==> config.mk <==
export PLATFORM = sky130hd
export DESIGN_NAME = switch_ingress_queue
export DESIGN_NICKNAME = d
export VERILOG_FILES = /design/src/rtl/switch_ingress_queue.sv
export SDC_FILE = /design/constraint.sdc
export NUM_CORES = 1
export LEC_CHECK = 0
export CAP_MARGIN = 30
export CORE_UTILIZATION = 58
export CTS_CLUSTER_DIAMETER = 80
export CTS_CLUSTER_SIZE = 24
export DETAILED_ROUTE_END_ITERATION = 12
export MAX_ROUTING_LAYER = met4
export PLACE_DENSITY_LB_ADDON = 0.2
export SYNTH_ARGS = -nofsm -noshare
export SYNTH_HDL_FRONTEND = slang
export SYNTH_SLANG_ARGS = --single-unit
==> constraint.sdc <==
create_clock -name clk -period 3.4 [get_ports clk]
set_input_delay 0.68 -clock clk [delete_from_list [all_inputs] [get_ports clk]]
set_output_delay 0.68 -clock clk [all_outputs]
set_load 0.03 [all_outputs]
==> src/rtl/switch_ingress_queue.sv <==
// Ingress FIFO feeding one switch port: filters self-loop/empty-target packets, first-word-fall-through head.
// Optional macro SWITCH_INGRESS_DROP_CNT_EN adds a saturating drop_cnt output.
module switch_ingress_queue #(
  parameter int PORT_ID = 0,
  parameter int DEPTH   = 4,
  localparam int PW     = $clog2(DEPTH),
  localparam int CW     = $clog2(DEPTH + 1)
) (
  input  logic          clk,
  input  logic          rst,
  input  logic          in_valid,
  output logic          in_ready,
  input  logic [1:0]    in_source,
  input  logic [3:0]    in_target,
  input  logic [7:0]    in_data,
  output logic          out_valid,
  input  logic          out_ready,
  output logic [1:0]    out_source,
  output logic [3:0]    out_target,
  output logic [7:0]    out_data,
`ifdef SWITCH_INGRESS_DROP_CNT_EN
  output logic [7:0]    drop_cnt,
`endif
  output logic [CW-1:0] count
);

  localparam logic [1:0]    PORT_IDX  = PORT_ID[1:0];
  localparam logic [CW-1:0] FULL_CNT  = CW'(DEPTH);
  localparam logic [PW-1:0] LAST_PTR  = PW'(DEPTH - 1);

  logic [13:0]   mem_r [DEPTH];
  logic [PW-1:0] wr_ptr_r;
  logic [PW-1:0] rd_ptr_r;
  logic [CW-1:0] count_r;

  logic          in_ready_s;
  logic          drop_s;
  logic          store_s;
  logic          pop_s;
  logic          not_empty_s;
  logic [PW-1:0] wr_ptr_nxt_s;
  logic [PW-1:0] rd_ptr_nxt_s;
  logic [CW-1:0] count_nxt_s;
  logic [13:0]   head_s;

  // Handshake decode, drop filter and next-state for pointers and occupancy
  always_comb begin
    not_empty_s  = (count_r != {CW{1'b0}});
    in_ready_s   = !rst && (count_r != FULL_CNT);
    drop_s       = (in_target == 4'b0000) || in_target[PORT_IDX];
    store_s      = in_valid && in_ready_s && !drop_s;
    pop_s        = not_empty_s && out_ready;
    wr_ptr_nxt_s = wr_ptr_r;
    rd_ptr_nxt_s = rd_ptr_r;
    count_nxt_s  = count_r;
    if (store_s) begin
      wr_ptr_nxt_s = (wr_ptr_r == LAST_PTR) ? {PW{1'b0}} : wr_ptr_r + PW'(1);
    end else begin
      wr_ptr_nxt_s = wr_ptr_r;
    end
    if (pop_s) begin
      rd_ptr_nxt_s = (rd_ptr_r == LAST_PTR) ? {PW{1'b0}} : rd_ptr_r + PW'(1);
    end else begin
      rd_ptr_nxt_s = rd_ptr_r;
    end
    case ({store_s, pop_s})
      2'b10:   count_nxt_s = count_r + CW'(1);
      2'b01:   count_nxt_s = count_r - CW'(1);
      default: count_nxt_s = count_r;
    endcase
  end

  // Pointer and occupancy registers
  always_ff @(posedge clk) begin
    if (rst) begin
      wr_ptr_r <= {PW{1'b0}};
      rd_ptr_r <= {PW{1'b0}};
      count_r  <= {CW{1'b0}};
    end else begin
      wr_ptr_r <= wr_ptr_nxt_s;
      rd_ptr_r <= rd_ptr_nxt_s;
      count_r  <= count_nxt_s;
    end
  end

  // Packet storage; contents need no reset because the head is masked when empty
  always_ff @(posedge clk) begin
    if (store_s) begin
      mem_r[wr_ptr_r] <= {in_source, in_target, in_data};
    end
  end

  // Head presentation, forced to zero while the queue is empty
  always_comb begin
    if (not_empty_s) begin
      head_s = mem_r[rd_ptr_r];
    end else begin
      head_s = 14'h0000;
    end
  end

  assign in_ready   = in_ready_s;
  assign out_valid  = not_empty_s;
  assign out_source = head_s[13:12];
  assign out_target = head_s[11:8];
  assign out_data   = head_s[7:0];
  assign count      = count_r;

`ifdef SWITCH_INGRESS_DROP_CNT_EN
  logic [7:0] drop_cnt_r;

  // Saturating count of accepted-but-filtered packets
  always_ff @(posedge clk) begin
    if (rst) begin
      drop_cnt_r <= 8'h00;
    end else if (in_valid && in_ready_s && drop_s && (drop_cnt_r != 8'hFF)) begin
      drop_cnt_r <= drop_cnt_r + 8'h01;
    end else begin
      drop_cnt_r <= drop_cnt_r;
    end
  end

  assign drop_cnt = drop_cnt_r;
`endif

endmodule

==> results.md, run 1 <==
Outcome:
- The run finished with clean final reports.

Worst setup path:
- STA puts the critical path data arrival time at 2.26 ns.
- The worst setup path is of the register to output pin kind.
- For the worst setup path, the data required time is 2.72 ns.
- The startpoint identified for the worst register-to-register timing path is count[1].
- For the worst flop-to-flop path, the logic depth is 9.
- In this run the worst path has a maximum fanout of 14.
- The worst setup path is launched from a register.
- The worst setup path is captured at an output pin.
- In this run the register-to-register setup slack is between 1 and 1.5 ns.
- The worst reg2reg path endpoint is count[2].

Die:
- The die is 69.4 µm tall.
- The number of standard-cell rows in the floorplan is 24.
- The number of top-level design ports is 37.
- The die covers 0.00482 mm².
- The die is 69.4 µm wide.
- The starting density of the core is a little over 60%.
- After floorplanning, the core was sized to cover 0.00435 mm².

Logic synthesis:
- Summing the areas of all compound-gate instances in the mapped netlist gives about 2.3% of the synthesized area.
- During synthesis, Yosys emitted a total of 0 warnings.
- The net count after synthesis is 168.
- The average footprint of a synthesized cell is 18.4 µm².
- The multiplexer share of the synthesized area is a little over an eighth.
- Summing the sequential cell areas from Yosys gives a little over two thirds of the chip area.
- The distinct cell type count after synthesis is 26.
- The number of instances in the synthesized netlist is approximately 140.
- After synthesis, the largest family of logic cells by area is multiplexers.
- The mapped netlist covers ~0.0026 mm².
- Counting flops and latches in the post-synthesis netlist gives 65.
- The area fraction in and, or, nand and nor cells after synthesis is 7.35%.
- Summing the areas of all xor and xnor instances in the mapped netlist gives 0.664% of the synthesized area.
- After Yosys synthesis, full adders, half adders and majority gates account for 3.61% of the synthesized area.

Clocking:
- The post-CTS setup repair buffer count is 0.
- The tree is rooted in a sky130_fd_sc_hd__clkbuf_8.
- The clock tree from TritonCTS is built.
- The H-tree was split into 3 levels.
- Once the clock tree was built, the resizer swapped 0 gates to a different size.
- Buffers inserted during clock tree synthesis total 9.
- The later pin in the worst-skew pair is clocked with a latency of around 0.33 ns.
- The clock drives 65 sinks.
- The buffer levels on the longest clock path is 2.
- The clock-pin transition on the worst setup and hold timing paths is 0.07 ns.
- The cts-stage hold buffer count is 0.

Placement:
- At the end of routability-driven placement, the weighted congestion stood at 0.679.
- During placement, the flow inserted port buffers numbering 36.
- The pre-CTS setup slack is 0.332 ns.
- The placed instances occupy a cell area of a little over 0.003 mm².
- The number of placed instances with taps included is between 200 and 250.
- The placed wire-length estimate after detailed placement is 2890 µm.

STA:
- The count of final setup violators is 0.
- The number of max-slew violations in the final report is 0.
- The worst setup skew after layout is 0.00460 ns.
- The final-report hold violation count is 0.
- The aggregate negative setup slack is 0 ns.
- The maximum clock rate is 0.340 GHz.
- The worst pin sits at a relative slew slack of 54.4%.
- The clock period minus worst slack is 2.94 ns.
- The final critical path takes up between 80 and 90% of the cycle.
- For the pin with the worst max-slew slack, the measured transition is 0.683 ns.
- The minimum setup slack in the final design is 0.460 ns.
- Setup repair after global routing left no endpoint under its margin.

Layout:
- Summing all non-filler instances in the final layout gives an area of 0.00328 mm².
- The most common library cell in the layout ignoring fill and taps is sky130_fd_sc_hd__edfxtp_1.
- The number of standard cells in the final layout excluding fillers is 245.
- The multi-input combinational cells in the finished layout cover a total of between 700 and 800 µm².
- The area growth from synthesis to final layout is 24.4%.
- Cells with a size suffix above 1 make up 21.2% of the layout.
- The total inserted antenna cells is 0.
- Summing all flip-flop and latch instances after layout gives 0.00186 mm².
- The library cells used most frequently in the layout, excluding fill and tap cells, are sky130_fd_sc_hd__edfxtp_1 (56), sky130_fd_sc_hd__clkdlybuf4s50_1 (36), sky130_fd_sc_hd__mux4_2 (14).
- The total of fill cells in the finished design is 241.
- At the end of the flow, the number of nets in the layout was between 200 and 250.

Min path:
- The start point of the worst hold path is rd_ptr_r[1].
- The worst hold path belongs to the class register to register.
- The worst hold path passes through 2 cells.

Global route:
- The number of antenna violations at the first check in global routing is 0.
- Across every metal layer, demand over resource in global routing totals 21.3%.
- Entering global routing, the biggest net connects 15 pins.
- The number of global-route vias before repair was 1432.
- The first global-routing pass estimated between 7000 and 8000 µm of wire.
- After global routing the overflow that remains totals 0.

Pwr:
- The power per cell area is roughly 670 mW/mm².
- The worst voltage drop across the vdd grid is 0.446 mV.
- The overall power consumption is about 2.2 mW.
- The leakage component of the power is 1.10 nW.

Detailed routing:
- The final layout contains routed wiring with a total length of between 4000 and 5000 µm.
- The pre-antenna-repair detailed-routing pass consisted of 5 iterations.
- In the routed design, unresolved DRC markers number 0.
- The detail route stage leaves a number of antenna-violating nets equal to 0.
- The average wire length per cell after detail routing is about 18 µm.
- In this run, the number of DRC markers left after iteration 0 of detailed routing was 104.
- The mean number of vias per cell is between 5 and 6.
- The vias after detailed routing is 1332.

Job:
- The max-capacitance violation count is 0.
-- cells by family after synthesis --
logic type	after synthesis
compound gates	7
xor+xnor	2
fa+ha+maj	7
buf+inv	13
flops	65
mux	17
simple gates	32
-- stage by stage --
stage,hold slack [ns],utilization (%)
4_1_cts,0.551,75.3
6_report,0.552,75.3
3_5_place_dp,0.536,70.5
5_1_grt,0.565,75.3
2_1_floorplan,0.463,-
3_3_place_gp,0.474,70.3
-- power breakdown --
group | leakage (nW) | total [mW] | switching (mW) | internal (mW)
clock network | 0.0976 | 0.695 | 0.287 | 0.408
logic | 0.425 | 0.589 | 0.316 | 0.273
registers | 0.579 | 0.919 | 0.0279 | 0.892
total | 1.10 | 2.20 | 0.631 | 1.57
-- cell type report --
type                       count  area share, %
sequential                    65           56.8
timing repair buffer          39           11.8
multi-input combinational     65           22.2
clock inverter                 6           2.52
inverter                       8          0.915
tap                           52           1.98
clock buffer                  10           3.89
-- synth_stat cells --
cell	instances	area [µm²]
sky130_fd_sc_hd__mux2i_1	1	10.0
sky130_fd_sc_hd__inv_2	1	3.75
sky130_fd_sc_hd__buf_2	1	5.00
sky130_fd_sc_hd__and2b_1	3	22.5
sky130_fd_sc_hd__fa_1	1	20.0
sky130_fd_sc_hd__mux2_4	2	30.0
sky130_fd_sc_hd__buf_4	1	7.51
sky130_fd_sc_hd__mux4_2	14	315
sky130_fd_sc_hd__o31ai_1	1	7.51
sky130_fd_sc_hd__clkbuf_1	3	11.3
sky130_fd_sc_hd__nand2b_4	1	13.8
sky130_fd_sc_hd__xor2_1	2	17.5
sky130_fd_sc_hd__or3_1	2	12.5
sky130_fd_sc_hd__a2111oi_4	1	27.5
sky130_fd_sc_hd__a21oi_1	4	20.0
sky130_fd_sc_hd__edfxtp_1	56	1680
sky130_fd_sc_hd__inv_1	7	26.3
sky130_fd_sc_hd__dfxtp_1	9	180
sky130_fd_sc_hd__ha_1	6	75.1
sky130_fd_sc_hd__nor2_1	7	26.3
sky130_fd_sc_hd__and2_2	4	30.0
sky130_fd_sc_hd__nand2_1	1	3.75
sky130_fd_sc_hd__nor2b_1	11	68.8
sky130_fd_sc_hd__o21ai_0	1	5.00
sky130_fd_sc_hd__nor3_1	2	10.0
sky130_fd_sc_hd__nor2_2	1	6.26
-- per-layer routing --
layer,up-vias,track usage (%),wire length [µm]
met4,0,8.84,62
met2,30,34.0,2330
met5,-,-,0
met1,662,25.7,1830
met3,6,6.10,156
li1,634,-,-
-- state kept, by name, indices dropped and copies added (netlist names), named ones only --
register,count
mem_r,56
count,3
rd_ptr_r,2
wr_ptr_r,2
-- worst max-delay path, stage by stage, from the launching register on --
cell	delay, ns
sky130_fd_sc_hd__dfxtp_1	0.76
sky130_fd_sc_hd__mux4_2	0.42
sky130_fd_sc_hd__and2b_1	0.17
sky130_fd_sc_hd__clkdlybuf4s50_1	0.58
-- worst max path at each step --
stage	startpoint	end	cells past startpoint
final	register	out_target[2]	3
after global routing	register	out_data[5]	3
after CTS	register	out_target[2]	3
after detailed placement	in_target[1]	count[2]	10
after global placement	in_target[1]	count[2]	10
after floorplan	in_target[1]	count[2]	9
Power figures use the tool's default switching activity.
==> run 2, diff against run 1 <==
CAP_MARGIN = 20   (was 30)
CORE_UTILIZATION = 60   (was 58)
DONT_BUFFER_PORTS = 1   (was unset)
SETUP_SLACK_MARGIN = 0.05   (was unset)
==> results.md, run 2 (same netlist as run 1, synthesis figures left out) <==
Layout:
- The most common library cell in the layout ignoring fill and taps is sky130_fd_sc_hd__edfxtp_1.
- The area of all placed cells without fillers was 0.00287 mm² (-12%).
- The number of standard cells in the final layout excluding fillers was 205 (-16%).
- The total of fill cells in the finished design is 262 (+8.7%).
- The total inserted antenna cells is 0 (unchanged).
- The area occupied by multi-input gates was 727 µm² (unchanged).
- The storage element area is 0.00186 mm² (unchanged).
- The number of flip-flops in the largest register is 56 (unchanged).
- The net total in the final layout is 175 (-18%).
- The share of final-layout standard cells stronger than drive strength 1 was 26.5% (+5.2 points).
- In the layout the commonest cells are sky130_fd_sc_hd__edfxtp_1 (56), sky130_fd_sc_hd__mux4_2 (14), sky130_fd_sc_hd__nor2b_1 (11).
- Compared with the post-synthesis result, the final layout area differs by 8.97%.
- Ranked by flip-flop count, first place goes to mem_r.

Worst setup path:
- The largest fanout on the critical path was 15 (+1).
- The required time of the critical path is 2.72 ns (about the same).
- The kind of critical path is register to output pin.
- STA classifies the critical path startpoint as a register.
- The launch point of the worst path is count[1].
- The endpoint kind of the worst setup timing path is an output pin.
- The startpoint of the most critical register-to-register path is count[0].
- The register-to-register setup slack is 1.01 ns (-0.17 ns).
- The data arrival time of the critical path is 2.05 ns (-0.21 ns).

Detailed routing:
- The vias after detailed routing is 1197 (-10%).
- The number of remaining DRC errors is 0 (unchanged).
- The mean number of vias per cell is 5.84 (+7.4%).
- The number of nets still failing antenna checks after routing is 0 (unchanged).
- The first-iteration detailed-routing DRC count was 86 (-17%).
- The average wire length per cell after detail routing was 19.2 µm (+7.2%).
- The number of optimization iterations in the first detailed-route pass came to 4 (-1).
- The final wirelength was 3930 µm (-10%).

Die:
- The number of top-level design ports is 37 (unchanged).
- The area of the core is 0.00412 mm² (-5.5%).
- The number of standard-cell rows in the floorplan came to 23 (-4.2%).
- The die span in y is 68.3 µm (-1.6%).
- The die outline area is 0.00466 mm² (-3.2%).
- The starting density of the core is 64.1% (+3.5 points).
- The floorplan die width is 68.3 µm (-1.6%).

Pwr:
- The clock group share of total power came to 31.3% (-0.2 points).
- The power per cell area was 671 mW/mm² (about the same).
- The net switching component of the power is 0.580 mW (-8.1%).
- The sequential fraction of design power is 49.0% (+7.3 points).
- The combinational share of power is 19.7% (-7.0 points).
- The cell-internal power is 1.35 mW (-14%).
- The leakage component of the power is 0.955 nW (-13%).
- The worst voltage drop across the vdd grid is 0.386 mV (-13%).
- The share of total power consumed by net switching was 30.0% (+1.4 points).

Clocking:
- TritonCTS built the clock tree.
- The clock insertion delay at the later pin of the skew report was 0.33 ns (about the same).
- The clock sink count came to 65 (unchanged).
- The deepest level of the CTS H-tree was 3 (unchanged).
- The post-CTS setup repair buffer count is 0 (unchanged).
- The clock-pin transition on the worst setup and hold timing paths is 0.07 ns (about the same).
- The number of clock buffers inserted by TritonCTS is 9 (unchanged).
- The count of instances resized after the clock tree is built is 0 (unchanged).
- The root buffer cell chosen for the clock tree is sky130_fd_sc_hd__clkbuf_8.
- The cts-stage hold buffer count is 0 (unchanged).
- The buffer levels on the longest clock path is 2 (unchanged).

Placement:
- The placed wire-length estimate after detailed placement is 2570 µm (-11%).
- The number of buffers added on ports is 0 (-100%).
- The number of placed instances with taps included is 189 (-17%).
- The placer's final routability congestion estimate is 0.732 (+7.8%).
- The instance area at placement is 0.00269 mm² (-12%).

STA:
- The minimum hold slack was 0.414 ns (-0.137 ns).
- The worst slew margin relative to its limit was 33.4% (-21 points).
- The count of final setup violators is 0 (unchanged).
- The transition time of the tightest slew-check pin came to 0.993 ns (+0.310 ns).
- The aggregate negative setup slack is 0 ns (unchanged).
- The part of the cycle the worst path needs is 80.3% (-6.2 points).
- The final-report hold violation count is 0 (unchanged).
- The clock period minus worst slack is 2.73 ns (-0.212 ns).
- The maximum clock rate came to 0.366 GHz (+7.8%).
- The worst setup skew after layout is 0.00419 ns (-0.000403 ns).
- The number of max-slew violations in the final report is 0 (unchanged).
- Setup repair after global routing left no endpoint under its margin.

Global route:
- The number of antenna violations at the first check in global routing is 0 (unchanged).
- The total congestion overflow is 0 (unchanged).
- The pin count of the biggest net entering global routing was 16 (+1).
- The overall fraction of global-route tracks in use is 20.0% (-1.2 points).
- The first-pass GRT wire length is 5980 µm (-16%).
- The number of global-route vias before repair is 1282 (-10%).

Min path:
- The worst hold path belongs to the class input port to register.
- The worst hold path begins at rst.

Job:
- The max-capacitance violation count was 0 (unchanged).

Outcome:
- The run finished with clean final reports.
run 2: critical path, cell delays in order, from the launching register on:
cell	delay [ns]
sky130_fd_sc_hd__dfxtp_1	0.46
sky130_fd_sc_hd__nor3_2	0.88
sky130_fd_sc_hd__and2b_1	0.38
run 2: final timing paths:
| check | end | cells after the start |
|---|---|---|
| max | out_target[1] | 2 |
| min | count[1] | 1 |
| max reg2reg | count[2] | 9 |
| min reg2reg | rd_ptr_r[0] | 2 |
run 2: layout make-up:
| class | count | share of cell area (%) |
|---|---|---|
| flip-flops and latches | 65 | 64.8 |
| multi-input cells | 65 | 25.3 |
| clock buffers | 9 | 4.31 |
| well taps | 50 | 2.18 |
| clock inverters | 7 | 2.13 |
| inverters | 8 | 1.04 |
| repair buffers | 1 | 0.261 |
run 2: stage by stage:
| step | util (%) | setup WS, ns | power (mW) |
|---|---|---|---|
| final | 69.8 | 0.671 | 1.93 |
| after global routing | 69.8 | 0.498 | 2.01 |
| after CTS | 69.8 | 0.599 | 1.95 |
| after detailed placement | 65.3 | 0.850 | 1.35 |
| after global placement | 65.3 | 0.931 | 1.34 |
| after floorplan | - | 1.00 | 1.30 |
run 2: per-layer routing:
metal / track usage (%) / share of wire [%]
met5: - / 0
met4: 8.59 / 1.7
met3: 7.83 / 4.9
met2: 32.6 / 53
met1: 21.8 / 41
run 2: power by group through the flow:
stage               logic (mW)  registers [mW]  clock network, mW
floorplan                0.355           0.942                  0
global placement         0.379           0.962                  0
detailed placement       0.386           0.964                  0
CTS                      0.389           0.947              0.610
global route             0.415           0.950              0.645
finish                   0.381           0.945              0.604
==> run 3, diff against run 2 <==
clock period = 2.6 ns   (was 3.4 ns; I/O delays follow)
==> results.md, run 3 (same netlist as run 1, synthesis figures left out) <==
Outcome:
- The flow ran to the end, and the final reports show no timing, DRC or antenna violations.

Clocking:
- The number of clock buffers inserted by TritonCTS came to 9 (unchanged).
- The clock tree from TritonCTS is built.
- The master cell of the clock root buffer is sky130_fd_sc_hd__clkbuf_8.
- The clock sink count came to 65 (unchanged).
- The clock insertion delay at the later pin of the skew report is 0.32 ns (about the same).
- The clock-pin transition on the worst setup and hold timing paths is 0.06 ns (about the same).
- The deepest level of the CTS H-tree is 3 (unchanged).
- The count of instances resized after the clock tree is built came to 0 (unchanged).
- The cts-stage hold buffer count is 0 (unchanged).
- The buffer levels on the longest clock path is 2 (unchanged).
- The post-CTS setup repair buffer count was 0 (unchanged).

STA:
- The count of final setup violators is 0 (unchanged).
- After layout, the minimum clock period comes to 2.29 ns.
- The maximum clock rate is 0.436 GHz.
- The number of max-slew violations in the final report was 0 (unchanged).
- The transition time of the tightest slew-check pin is 0.652 ns (-0.342 ns).
- The part of the cycle the worst path needs is roughly 88%.
- The aggregate negative setup slack is 0 ns (unchanged).
- The worst slew margin relative to its limit was 56.7% (+23 points).
- The minimum setup slack in the final design is 0.306 ns (-0.365 ns).
- Setup repair after global routing left no endpoint under its margin.
- The worst setup skew after layout is 0.00295 ns (-0.00125 ns).
- The final-report hold violation count is 0 (unchanged).

Global route:
- The number of antenna violations at the first check in global routing is 0 (unchanged).
- The pin count of the biggest net entering global routing is 16 (unchanged).
- The number of global-route vias before repair came to 1269 (-1.0%).
- The first-pass GRT wire length came to 6130 µm (+2.5%).
- The overall fraction of global-route tracks in use was 20.6% (+0.59 points).
- The total congestion overflow is 0 (unchanged).

Detailed routing:
- The final wirelength is 4010 µm (+2.2%).
- The number of nets still failing antenna checks after routing is 0 (unchanged).
- The average wire length per cell after detail routing is 18.2 µm (-5.2%).
- The first-iteration detailed-routing DRC count was 145 (+69%).
- The vias after detailed routing is 1264 (+5.6%).
- The number of remaining DRC errors came to 0 (unchanged).
- The number of optimization iterations in the first detailed-route pass is 6 (+2).
- The mean number of vias per cell came to 5.72 (-2.0%).

Die:
- The die outline area was 0.00466 mm² (unchanged).
- The number of top-level design ports is 37 (unchanged).
- The number of standard-cell rows in the floorplan is 23 (unchanged).
- The area of the core is 0.00412 mm² (unchanged).
- The floorplan die width is 68.3 µm (unchanged).
- The die span in y was 68.3 µm (unchanged).
- The starting density of the core is 64.1% (unchanged).

Pwr:
- The worst voltage drop across the vdd grid is 0.500 mV (+30%).
- The leakage component of the power is 1.03 nW (+7.7%).
- The power per cell area is 845 mW/mm² (+26%).
- The overall power consumption is 2.51 mW (+30%).

Worst setup path:
- The endpoint kind of the worst setup timing path is an output pin.
- The data arrival time of the critical path is 1.77 ns (-0.28 ns).
- The cell family contributing the most delay on the critical path is multiplexers.
- The count of buffer and inverter cells on the critical path is 2 (+2).
- The type of element launching the critical path is a register.
- The critical path is of the register to output pin type.
- The required time of the critical path is 2.08 ns (-0.64 ns).
- The largest fanout on the critical path was 14 (-1).
- Among all stages on the critical path, the largest delay is contributed by sky130_fd_sc_hd__mux4_2.
- The cell seen most often among critical-path stages is sky130_fd_sc_hd__buf_4.
- The largest incremental delay on the critical path is 0.53 ns (-0.35 ns).
- Traced cell by cell, the critical path runs through buf_4 -> mux4_2 -> nor2b_1 -> buf_4.

Layout:
- The net total in the final layout was 191 (+9.1%).
- The most common library cell in the layout ignoring fill and taps is sky130_fd_sc_hd__edfxtp_1.
- The total inserted antenna cells came to 0 (unchanged).
- The final core utilization is 72.1% (+2.3 points).
- The area of all placed cells without fillers came to 0.00297 mm² (+3.3%).
- The library cells used most frequently in the layout, excluding fill and tap cells, are sky130_fd_sc_hd__edfxtp_1 (56), sky130_fd_sc_hd__buf_4 (17), sky130_fd_sc_hd__mux4_2 (14).
- The total of fill cells in the finished design is 254 (-3.1%).
- From synthesis to final layout, the design area changed by 12.6%.
- The register bank with the most flops is mem_r.
- The number of flip-flops in the largest register is 56 (unchanged).
- The share of final-layout standard cells stronger than drive strength 1 is 31.6% (+5.1 points).

Placement:
- The pre-CTS setup slack is 0.241 ns (-0.609 ns).
- The number of buffers added on ports is 0 (unchanged).
- The instance area at placement was 0.00281 mm² (+4.5%).
- The placer's final routability congestion estimate is 0.701 (-4.2%).
- The placed wire-length estimate after detailed placement is 2700 µm (+5.0%).

Job:
- The max-capacitance violation count is 0 (unchanged).

Min path:
- The classification of the worst-slack hold path is input port to register.
## run 3: cell count changes in the layout (fill, tap and decap cells not counted)
| cell | previous run | this run |
|---|---|---|
| sky130_fd_sc_hd__nor3_2 | 1 | 0 |
| sky130_fd_sc_hd__clkbuf_1 | 0 | 2 |
| sky130_fd_sc_hd__nor3_4 | 0 | 1 |
| sky130_fd_sc_hd__clkinv_1 | 1 | 2 |
| sky130_fd_sc_hd__bufinv_16 | 1 | 0 |
| sky130_fd_sc_hd__buf_4 | 1 | 17 |
| sky130_fd_sc_hd__clkinvlp_4 | 1 | 0 |
| sky130_fd_sc_hd__clkinv_2 | 4 | 3 |
## run 3: worst paths after layout
| check | depth (start not counted) | slack (ns) | endpoint | start |
|---|---|---|---|---|
| min reg2reg | 2 | 0.52 | rd_ptr_r[0] | rd_ptr_r[0] |
| max | 4 | 0.31 | out_data[7] | register |
| min | 1 | 0.27 | count[0] | rst |
| max reg2reg | 10 | 0.35 | count[2] | count[1] |
## run 3: per-layer routing
layer	GRT usage, %	share of wire [%]
met3	7.83	5.3
met1	23.4	40
met5	-	0
met2	32.4	53
met4	9.64	1.6
## run 3: cell type report
type                       count  area (µm²)  share of cell area [%]
inverter                       8        30.0                    1.01
timing repair buffer          17         128                    4.30
clock inverter                 5        22.5                   0.759
tap                           50        62.6                    2.11
multi-input combinational     65         733                    24.7
sequential                    65        1860                    62.7
clock buffer                  11         131                    4.42
## run 3: power breakdown
| group | internal (mW) | leakage (nW) | switching (mW) |
|---|---|---|---|
| Sequential | 1.17 | 0.579 | 0.0345 |
| Combinational | 0.255 | 0.369 | 0.390 |
| Clock | 0.334 | 0.0819 | 0.330 |
| Total | 1.76 | 1.03 | 0.754 |
## run 3: worst register-to-register path, stage by stage (launching register included)
cell and delay [ns]:
sky130_fd_sc_hd__dfxtp_1 0.46, sky130_fd_sc_hd__buf_4 0.22, sky130_fd_sc_hd__o31ai_1 0.09, sky130_fd_sc_hd__buf_4 0.16, sky130_fd_sc_hd__inv_1 0.05, sky130_fd_sc_hd__ha_1 0.17
sky130_fd_sc_hd__inv_1 0.06, sky130_fd_sc_hd__fa_1 0.37, sky130_fd_sc_hd__xor2_1 0.16, sky130_fd_sc_hd__or3_1 0.30, sky130_fd_sc_hd__a21oi_1 0.15
## run 3: metrics by stage
| stage | hold WS, ns | cells |
|---|---|---|
| floorplan | 0.463 | 143 |
| global placement | 0.464 | 205 |
| detailed placement | 0.506 | 205 |
| CTS | 0.251 | 221 |
| global route | 0.245 | 221 |
| finish | 0.266 | 221 |
==> edit (config.mk and constraints of run 1) <==
Add an input register stage for `in_target`, without a reset; this delays it by one clock. The other inputs are not delayed to match.
--- a/src/rtl/switch_ingress_queue.sv
+++ b/src/rtl/switch_ingress_queue.sv
@@ -28,6 +28,12 @@
   localparam logic [CW-1:0] FULL_CNT  = CW'(DEPTH);
   localparam logic [PW-1:0] LAST_PTR  = PW'(DEPTH - 1);
 
+  logic [3:0] in_target_q;
+
+  always_ff @(posedge clk) begin
+    in_target_q <= in_target;
+  end
+
   logic [13:0]   mem_r [DEPTH];
   logic [PW-1:0] wr_ptr_r;
   logic [PW-1:0] rd_ptr_r;
@@ -47,7 +53,7 @@
   always_comb begin
     not_empty_s  = (count_r != {CW{1'b0}});
     in_ready_s   = !rst && (count_r != FULL_CNT);
-    drop_s       = (in_target == 4'b0000) || in_target[PORT_IDX];
+    drop_s       = (in_target_q == 4'b0000) || in_target_q[PORT_IDX];
     store_s      = in_valid && in_ready_s && !drop_s;
     pop_s        = not_empty_s && out_ready;
     wr_ptr_nxt_s = wr_ptr_r;
@@ -86,7 +92,7 @@
   // Packet storage; contents need no reset because the head is masked when empty
   always_ff @(posedge clk) begin
     if (store_s) begin
-      mem_r[wr_ptr_r] <= {in_source, in_target, in_data};
+      mem_r[wr_ptr_r] <= {in_source, in_target_q, in_data};
     end
   end
 
Check against the original RTL: not equivalent (Yosys sat finds a counterexample within 4 cycles, from zero or initial values and one cycle with rst high).
==> edit against run 1 <==
Power shrank 1.8%. Clock skew grew 0.0039 ns. Routed wire length shrank 0.18%. Sequential cell count grew 4. Sequential share of layout area grew 1.6 points. Worst setup slack lost 0.013 ns. Synthesized area grew 3.0%. Critical path depth is the same. Cell area grew 1.4%. Largest cell class unchanged.
==> edit: results (changes against run 1) <==
| Metric | Value |
|---|---|
| Fill cell count | `266 (was 241)` |
| Total leakage power | `0.001127 uW (was 0.001101 uW)` |
| Final weighted congestion in routability-driven placement | `0.7029 (was 0.6789)` |
| Total clock buffers created by CTS | `9 (unchanged)` |
| Post-synthesis share of cell area spent on full adders, half adders and majority gates | `3.499% (was 3.605%)` |
| Top post-synthesis cells by area | `sky130_fd_sc_hd__edfxtp_1 (62%), sky130_fd_sc_hd__mux4_2 (12%), sky130_fd_sc_hd__dfxtp_1 (9.6%) (was sky130_fd_sc_hd__edfxtp_1 (64%), sky130_fd_sc_hd__mux4_2 (12%), sky130_fd_sc_hd__dfxtp_1 (6.8%))` |
| Worst setup slack before clock tree synthesis | `0.5050 ns (was 0.3323 ns)` |
| HPWL after detailed placement | `2858 um (was 2891 um)` |
| DP Cell Count | `233 (was 229)` |
| Sequential share of the synthesized area | `71.45% (was 70.59%)` |
| Result of the run | `finished, final reports clean (unchanged)` |
| Antenna diode count | `0 (unchanged)` |
| Via count of the first global-routing pass | `1472 (was 1432)` |
| Number of vias per cell | `5.482 (was 5.437)` |
| Global-route wire length before repair | `7072 um (was 7162 um)` |
| Cell-internal power | `1552 uW (was 1572 uW)` |
| Complex-gate fraction of the synthesized area | `2.210% (was 2.277%)` |
| Mux share of post-synthesis cell area | `13.08% (was 13.47%)` |
| Number of flops mapped to enable cells by yosys | `56 (unchanged)` |
| Final net count | `217 (was 213)` |
| Post-synth top cells | `sky130_fd_sc_hd__edfxtp_1 (56), sky130_fd_sc_hd__mux4_2 (14), sky130_fd_sc_hd__dfxtp_1 (13) (was sky130_fd_sc_hd__edfxtp_1 (56), sky130_fd_sc_hd__mux4_2 (14), sky130_fd_sc_hd__nor2b_1 (11))` |
| Count of mapped cells out of synthesis | `147 (was 143)` |
| Total wirelength of the detailed-routed design | `4372 um (was 4380 um)` |
| Initial DRC count | `94 (was 104)` |
| Initial DRT Pass Iterations | `4 (was 5)` |
| Worst ir drop on vdd | `0.4719 mV (was 0.4456 mV)` |
| Clock slew at the register clock pins of the worst setup and hold paths | `0.07 ns (about the same)` |
| Post-synthesis share of cell area spent on xor and xnor gates | `0.6446% (was 0.6641%)` |
| Routed length per placed instance | `17.56 um (was 17.88 um)` |
| Number of port buffers | `36 (unchanged)` |
| Total global-route track usage | `20.78% (was 21.28%)` |
| Synthesized Nets | `172 (was 168)` |
| Slew of the pin with the lowest slew margin | `0.6989 ns (was 0.6833 ns)` |
| Fraction of layout cells with a size suffix above 1 | `19.80% (was 21.24%)` |
==> edit: stage by stage <==
step                      cell area, um2  total power, uW  util (%)
after global placement              3139             1546     71.12
after CTS                           3328             2183     75.40
final                               3328             2164     75.40
after floorplan                     2718             1348         -
after detailed placement            3151             1578     71.37
after global routing                3328             2252     75.40
==> edit: critical path, stage by stage, from the launching register on <==
cell and delay, ns:
sky130_fd_sc_hd__dfxtp_1 0.77, sky130_fd_sc_hd__mux4_2 0.33, sky130_fd_sc_hd__nor2b_1 0.15, sky130_fd_sc_hd__clkdlybuf4s50_1 0.69
==> edit: final cells by class <==
class | instances | share of cell area (%)
Clock inverter | 2 | 1.053
Inverter | 8 | 0.9023
Timing Repair Buffer | 39 | 11.62
Sequential cell | 69 | 58.35
Clock buffer | 14 | 4.286
Multi-Input combinational cell | 65 | 21.84
Tap cell | 52 | 1.955
==> edit: per-layer routing <==
layer  up-vias  wire (um)  global-route usage (%)
li1        647          -                       -
met1       669       1839                   24.67
met2        42       2246                   31.22
met3         7        167                   5.628
met4         0        119                   13.78
met5         -          0                       -
==> edit: path summary, 6_finish.rpt <==
kind,from,endpoint,slack (ns),depth (start not counted)
worst max-delay path,register,out_target[3],0.45,3
worst min-delay path,rd_ptr_r[0],rd_ptr_r[0],0.50,2
worst max register to register,in_target_q[1],count[2],1.16,9
worst min register to register,rd_ptr_r[0],rd_ptr_r[0],0.50,2
==> edit: power groups by stage <==
stage	Clock, uW	Combinational (uW)	Sequential, uW
floorplan	0	354	994
global placement	0	561	986
detailed placement	0	588	991
CTS	621	590	972
global route	659	618	975
finish	611	580	972
==> edit: cell families after synthesis <==
logic type	after synthesis
adders and majority gates	7
DFF	69
buffers and inverters	13
xor gates and xnor gates	2
muxes	17
and+or+nand+nor	32
AOI/OAI and AO/OA	7
